File: config.mk
export PLATFORM = sky130hd
export DESIGN_NAME = program_counter_ras_flat
export DESIGN_NICKNAME = d
export VERILOG_FILES = /design/src/rtl/program_counter_ras_if.sv /design/src/rtl/program_counter_ras.sv /design/src/flat_wrapper.sv
export SDC_FILE = /design/constraint.sdc
export NUM_CORES = 1
export LEC_CHECK = 0
export BUFFER_PORTS_ARGS = -buffer_cell sky130_fd_sc_hd__clkbuf_2
export CORE_ASPECT_RATIO = 1.1
export CORE_MARGIN = 1.5
export CORE_UTILIZATION = 58
export DETAILED_ROUTE_END_ITERATION = 12
export GPL_ROUTABILITY_DRIVEN = 0
export PLACE_DENSITY = 0.95
export SYNTH_ARGS = -nofsm -noshare
export SYNTH_HDL_FRONTEND = slang
export SYNTH_SLANG_ARGS = --single-unit
File: constraint.sdc
create_clock -name CLK -period 7.7 [get_ports CLK]
set_input_delay 0.385 -clock CLK [delete_from_list [all_inputs] [get_ports CLK]]
set_output_delay 0.385 -clock CLK [all_outputs]
set_load 0.01 [all_outputs]
File: src/rtl/program_counter_ras_if.sv
// program_counter_ras_if: fetch-side redirect requests and PC/RAS status
// between the fetch controller and the program counter unit.
interface program_counter_ras_if #(
    parameter int PC_W = 32
);
    logic            PCen;
    logic            exc;
    logic [PC_W-1:0] excvector;
    logic            brtaken;
    logic [PC_W-1:0] brtarget;
    logic            jump;
    logic [PC_W-1:0] jtarget;
    logic            call;
    logic            ret;
    logic [PC_W-1:0] retaddr;
    logic [PC_W-1:0] pc;
    logic [PC_W-1:0] npc;
    logic            pending;
    logic [PC_W-1:0] ras_pred;
    logic            ras_empty;
    logic            ras_full;
    logic            ras_uflow;

    modport master (
        output PCen, exc, excvector, brtaken, brtarget, jump, jtarget, call, ret, retaddr,
        input  pc, npc, pending, ras_pred, ras_empty, ras_full, ras_uflow
    );

    modport slave (
        input  PCen, exc, excvector, brtaken, brtarget, jump, jtarget, call, ret, retaddr,
        output pc, npc, pending, ras_pred, ras_empty, ras_full, ras_uflow
    );
endinterface

File: src/rtl/program_counter_ras.sv
// program_counter_ras: fetch PC with prioritised redirects, a pending redirect
// held across stalls, and a circular return-address stack for jr $31.
module program_counter_ras #(
    parameter int              PC_W        = 32,
    parameter logic [PC_W-1:0] RESET_PC    = '0,
    parameter int              INSTR_BYTES = 4,
    parameter int              RAS_DEPTH   = 4
) (
    input logic CLK,
    input logic RST,
    program_counter_ras_if.slave bus
);
    localparam int PW = $clog2(RAS_DEPTH);
    localparam logic [PW:0] CNT_FULL = (PW+1)'(RAS_DEPTH);

    logic [PC_W-1:0] stack [RAS_DEPTH];
    logic [PW-1:0]   ptr, top;
    logic [PW:0]     cnt;
    logic [PC_W-1:0] pc_q, pend_tgt, new_tgt, sel_tgt, pred;
    logic [2:0]      pend_pri, new_pri, sel_pri;
    logic            ras_has, do_ret, do_push, uflow_q;

    // ptr is the next write slot; the top of stack sits just below it
    assign top     = ptr - PW'(1);
    assign ras_has = cnt != '0;
    assign pred    = ras_has ? stack[top] : '0;

    always_comb begin
        do_ret  = bus.ret && !bus.exc && ras_has;
        do_push = bus.call && bus.jump && !bus.exc;
        new_pri = bus.exc ? 3'd4 : bus.brtaken ? 3'd3 : do_ret ? 3'd2 : bus.jump ? 3'd1 : 3'd0;
        new_tgt = bus.exc ? bus.excvector : bus.brtaken ? bus.brtarget :
                  do_ret ? pred : bus.jump ? bus.jtarget : '0;
        sel_pri = (new_pri != '0 && new_pri >= pend_pri) ? new_pri : pend_pri;
        sel_tgt = (new_pri != '0 && new_pri >= pend_pri) ? new_tgt : pend_tgt;
    end

    always_ff @(posedge CLK) begin
        if (RST) begin
            pc_q     <= RESET_PC;
            pend_pri <= '0;
            pend_tgt <= '0;
            ptr      <= '0;
            cnt      <= '0;
            uflow_q  <= 1'b0;
        end else begin
            pc_q     <= bus.PCen ? (sel_pri != '0 ? sel_tgt : bus.npc) : pc_q;
            pend_pri <= bus.PCen ? '0 : sel_pri;
            pend_tgt <= bus.PCen ? '0 : sel_tgt;
            uflow_q  <= bus.ret && !bus.exc && !ras_has;
            if (bus.exc) begin
                ptr <= '0;
                cnt <= '0;
            end else if (do_ret && do_push) begin
                stack[top] <= bus.retaddr;
            end else if (do_ret) begin
                ptr <= top;
                cnt <= cnt - 1'b1;
            end else if (do_push) begin
                stack[ptr] <= bus.retaddr;
                ptr        <= ptr + PW'(1);
                cnt        <= cnt == CNT_FULL ? cnt : cnt + 1'b1;
            end
        end
    end

    assign bus.pc        = pc_q;
    assign bus.npc       = pc_q + PC_W'(INSTR_BYTES);
    assign bus.pending   = pend_pri != '0;
    assign bus.ras_pred  = pred;
    assign bus.ras_empty = !ras_has;
    assign bus.ras_full  = cnt == CNT_FULL;
    assign bus.ras_uflow = uflow_q;
endmodule
File: src/flat_wrapper.sv
// flat-port wrapper written by rule: the top's interface ports become plain ports
module program_counter_ras_flat 
#(
    parameter int              PC_W        = 32,
    parameter logic [PC_W-1:0] RESET_PC    = '0,
    parameter int              INSTR_BYTES = 4,
    parameter int              RAS_DEPTH   = 4
)
  (CLK, RST, bus_PCen, bus_exc, bus_excvector, bus_brtaken, bus_brtarget, bus_jump, bus_jtarget, bus_call, bus_ret, bus_retaddr, bus_pc, bus_npc, bus_pending, bus_ras_pred, bus_ras_empty, bus_ras_full, bus_ras_uflow);
  program_counter_ras_if #(.PC_W(PC_W)) bus_i ();
  input logic CLK;
  input logic RST;
  input wire logic [$bits(bus_i.PCen)-1:0] bus_PCen;
  input wire logic [$bits(bus_i.exc)-1:0] bus_exc;
  input wire logic [$bits(bus_i.excvector)-1:0] bus_excvector;
  input wire logic [$bits(bus_i.brtaken)-1:0] bus_brtaken;
  input wire logic [$bits(bus_i.brtarget)-1:0] bus_brtarget;
  input wire logic [$bits(bus_i.jump)-1:0] bus_jump;
  input wire logic [$bits(bus_i.jtarget)-1:0] bus_jtarget;
  input wire logic [$bits(bus_i.call)-1:0] bus_call;
  input wire logic [$bits(bus_i.ret)-1:0] bus_ret;
  input wire logic [$bits(bus_i.retaddr)-1:0] bus_retaddr;
  output wire logic [$bits(bus_i.pc)-1:0] bus_pc;
  output wire logic [$bits(bus_i.npc)-1:0] bus_npc;
  output wire logic [$bits(bus_i.pending)-1:0] bus_pending;
  output wire logic [$bits(bus_i.ras_pred)-1:0] bus_ras_pred;
  output wire logic [$bits(bus_i.ras_empty)-1:0] bus_ras_empty;
  output wire logic [$bits(bus_i.ras_full)-1:0] bus_ras_full;
  output wire logic [$bits(bus_i.ras_uflow)-1:0] bus_ras_uflow;
  assign bus_i.PCen = bus_PCen;
  assign bus_i.exc = bus_exc;
  assign bus_i.excvector = bus_excvector;
  assign bus_i.brtaken = bus_brtaken;
  assign bus_i.brtarget = bus_brtarget;
  assign bus_i.jump = bus_jump;
  assign bus_i.jtarget = bus_jtarget;
  assign bus_i.call = bus_call;
  assign bus_i.ret = bus_ret;
  assign bus_i.retaddr = bus_retaddr;
  assign bus_pc = bus_i.pc;
  assign bus_npc = bus_i.npc;
  assign bus_pending = bus_i.pending;
  assign bus_ras_pred = bus_i.ras_pred;
  assign bus_ras_empty = bus_i.ras_empty;
  assign bus_ras_full = bus_i.ras_full;
  assign bus_ras_uflow = bus_i.ras_uflow;
  program_counter_ras #(.PC_W(PC_W), .RESET_PC(RESET_PC), .INSTR_BYTES(INSTR_BYTES), .RAS_DEPTH(RAS_DEPTH)) u_core (.CLK(CLK), .RST(RST), .bus(bus_i));
endmodule
==> reports/qor.txt <==
status: finished, final reports clean
root buf cell: clkbuf_16
Lkg Pwr: 4.61 nW
Via density: 6.31
die area: 17,600 um2
pins over their slew limit: 0
Max Freq: 210 MHz
Post-synth top flop: edfxtp_1
DR iter-0 viols: 788
synth unique cells: 55
Mapped Area: 9760 um2
Worst Setup SP: u_core.cnt[0]
RR Startpoint: u_core.cnt[0]
Post CTS Setup Buffer Count: 0
total grt overflow: 0
CP max FO: 59
Routed Antenna Nets: 0
Hold-fix buffers, CTS: 0
critical path endpoint category: register
crit-path cells: or3_1 > buf_4 > nand2_2 > nand2_1 > nand2_1 > nand2_1 > ha_1 > nor2b_1 > o21a_1 > o221ai_1 > a31oi_1 > nand2_1 > and2_1 > o32ai_1
nets@finish: 1,237
Worst path slowest cell: nand2_1
post-CTS resize count: 0
wire per inst: 21.6 um
Horiz. Die Dim: 127 um
H-tree Lvls: 1
Setup violations, final: 0
CP Launch Type: register
number of enable flip-flop cells after synthesis: 128
Layout Skew: 7.55 ps
sequential power share: 45.8%
initial antenna violation count: 3
register area share after synthesis: 54.3%
Slew @ Worst Pin: 1120 ps
total track usage: 31.1%
relative max-transition margin: 25.3%
worst vdd ir: 0.000217 V
PwrDens: 226 nW/um2
number of CTS-inserted buffers: 20
Mapped Nets: 1,040
CP Data Arrival Time: 5170 ps
FP Rows: 49
most common cell in the netlist: edfxtp_1
CTS max path bufs: 3
P_int: 1.98 mW
clock power share: 40.3%
R2R Setup Slk: 2930 ps
share of cells above drive strength 1: 30.1%
Critical Path Max Stage Delay: 800 ps
Power Total: 2.65 mW
Commonest cells post-synth: edfxtp_1, nand2_1, nor2_1
hold path start: bus_retaddr[21]
CTS tree: built
Comb power frac: 14.0%
Initial Utilization: 59.4%
die height: 139 um
Psw: 669 uW
DR pass1 iterations: 5
top cell type by total area after synthesis: edfxtp_1
r2r endpoint: u_core.bus.pc[26]
first-pass GRT wire length: 42.1 mm
min-delay worst type: in -> reg
Clk Latency, worst-skew pair: 490 ps
WP depth: 14
HPWL Detailed: 19.9 mm
largest net degree at the start of global routing: 60
RSZ-0062 raised after global routing: false
top-area cell type share of the netlist area: 39.4%
Sink Count: 201
Crit Path Class: reg -> reg
core footprint: 16,400 um2
Yosys reg bits: 201
final setup TNS: 0 ps
YS warnings: 0
crit share post-route: 62.0%
Post-synth ARST share: 0%
drt drc: 0
Final Hold Violating Endpoints: 0
Bufs and invs on worst path: 1
CP most frequent cell: nand2_1
cell class contributing the biggest share of worst-path delay: simple AND/OR/NAND/NOR gates
Worst Path Required: 8100 ps
Syn-to-layout area delta: 20.2%
Vias: 8,286
vias in the first global route: 7,841
hold slack final: 118 ps
final wirelength: 28.4 mm
Port Buffers: 235
Mapped Cells: 897
sw frac: 25.2%
num ports: 236
worst r2r path cells: 14
max_cap viols: 0
crit path to: u_core.bus.pc[26]
Avg Cell Area, Syn: 10.9 um2
main area contributors after synthesis: edfxtp_1, dfxtp_1, mux4_2
minimum clock period: 4770 ps
clock slew at reported path FFs: 60 ps
## area by class of cell
| cell class | instances | area [um2] |
|---|---|---|
| Clock buffer | 21 | 526 |
| Sequential cell | 201 | 5310 |
| Clock inverter | 14 | 203 |
| Inverter | 23 | 86.3 |
| Timing Repair Buffer | 246 | 1260 |
| Antenna cell | 2 | 5.00 |
| Multi-Input combinational cell | 602 | 4090 |
| Fill cell | 1118 | 4700 |
| Tap cell | 204 | 255 |
## flip-flops by register name, indices dropped and copies added (netlist names)
register / flops
u_core.ptr: 2
u_core.bus.ras_uflow: 1
u_core.cnt: 3
u_core.bus.pc: 32
u_core.pend_pri: 3
u_core.stack: 128
u_core.pend_tgt: 32
## per-layer routing
layer	wire length (um)	vias up	track usage, %
met2	13800	573	52.4
met4	1370	2	14.9
li1	-	3712	-
met1	10100	3906	38.3
met5	15	-	0
met3	3010	93	6.56
## power by group through the flow
stage / registers [mW] / clock network [mW] / logic [mW]
2_1_floorplan: 1.23 / 0 / 0.220
3_3_place_gp: 1.23 / 0 / 0.352
3_5_place_dp: 1.24 / 0 / 0.360
4_1_cts: 1.21 / 1.07 / 0.364
5_1_grt: 1.22 / 1.11 / 0.400
6_report: 1.21 / 1.07 / 0.370
## metrics by stage
step | instances | cell area, um2 | utilization [%] | setup slack, ps
global route | 1313 | 11700 | 71.4 | 2630
global placement | 1276 | 11000 | 67.0 | 3030
CTS | 1311 | 11700 | 71.4 | 3040
floorplan | 897 | 9760 | - | 3060
finish | 1313 | 11700 | 71.4 | 2930
detailed placement | 1276 | 11000 | 67.0 | 2840
## cell families (layout without fill, tap and decap cells)
| kind of cell | count (synthesis) | after routing | share of synthesized area, % |
|---|---|---|---|
| AOI/OAI and AO/OA | 184 | 184 | 12.6 |
| xor gates and xnor gates | 34 | 34 | 3.05 |
| adders and majority gates | 7 | 7 | 0.974 |
| buffers and inverters | 94 | 304 | 3.91 |
| DFF | 201 | 201 | 54.3 |
| muxes | 37 | 37 | 7.91 |
| other | 0 | 2 | 0 |
| and+or+nand+nor | 340 | 340 | 17.2 |
## cells in the final DEF (no fill, tap or decap), types with 6 or more instances in the layout
cell,instances
xnor2_1,21
edfxtp_1,128
dfxtp_1,72
o21ai_0,30
nand4_1,6
ha_1,6
o21a_1,7
o22ai_1,11
nand2b_1,6
a211oi_1,8
nand2_1,91
a31oi_1,17
o32ai_1,7
a311oi_1,12
nand3_1,29
clkbuf_16,21
nor2_1,78
or3_1,10
buf_4,11
clkbuf_2,235
and3_1,25
xor2_1,13
inv_1,23
or2_2,6
and2_1,56
mux4_2,32
nor3_1,10
o221ai_1,24
a21oi_1,51
## worst min-delay path by stage
stage / endpoint / slack, ps / depth (start not counted)
after floorplan: u_core.pend_tgt[26] / 440 / 2
after global placement: u_core.bus.pc[1] / 480 / 2
after detailed placement: u_core.bus.pc[0] / 500 / 2
after CTS: u_core.stack[2][2] / 110 / 1
after global routing: u_core.stack[2][21] / 110 / 1
final: u_core.stack[1][21] / 120 / 1
(Power assumes the default switching activity.)
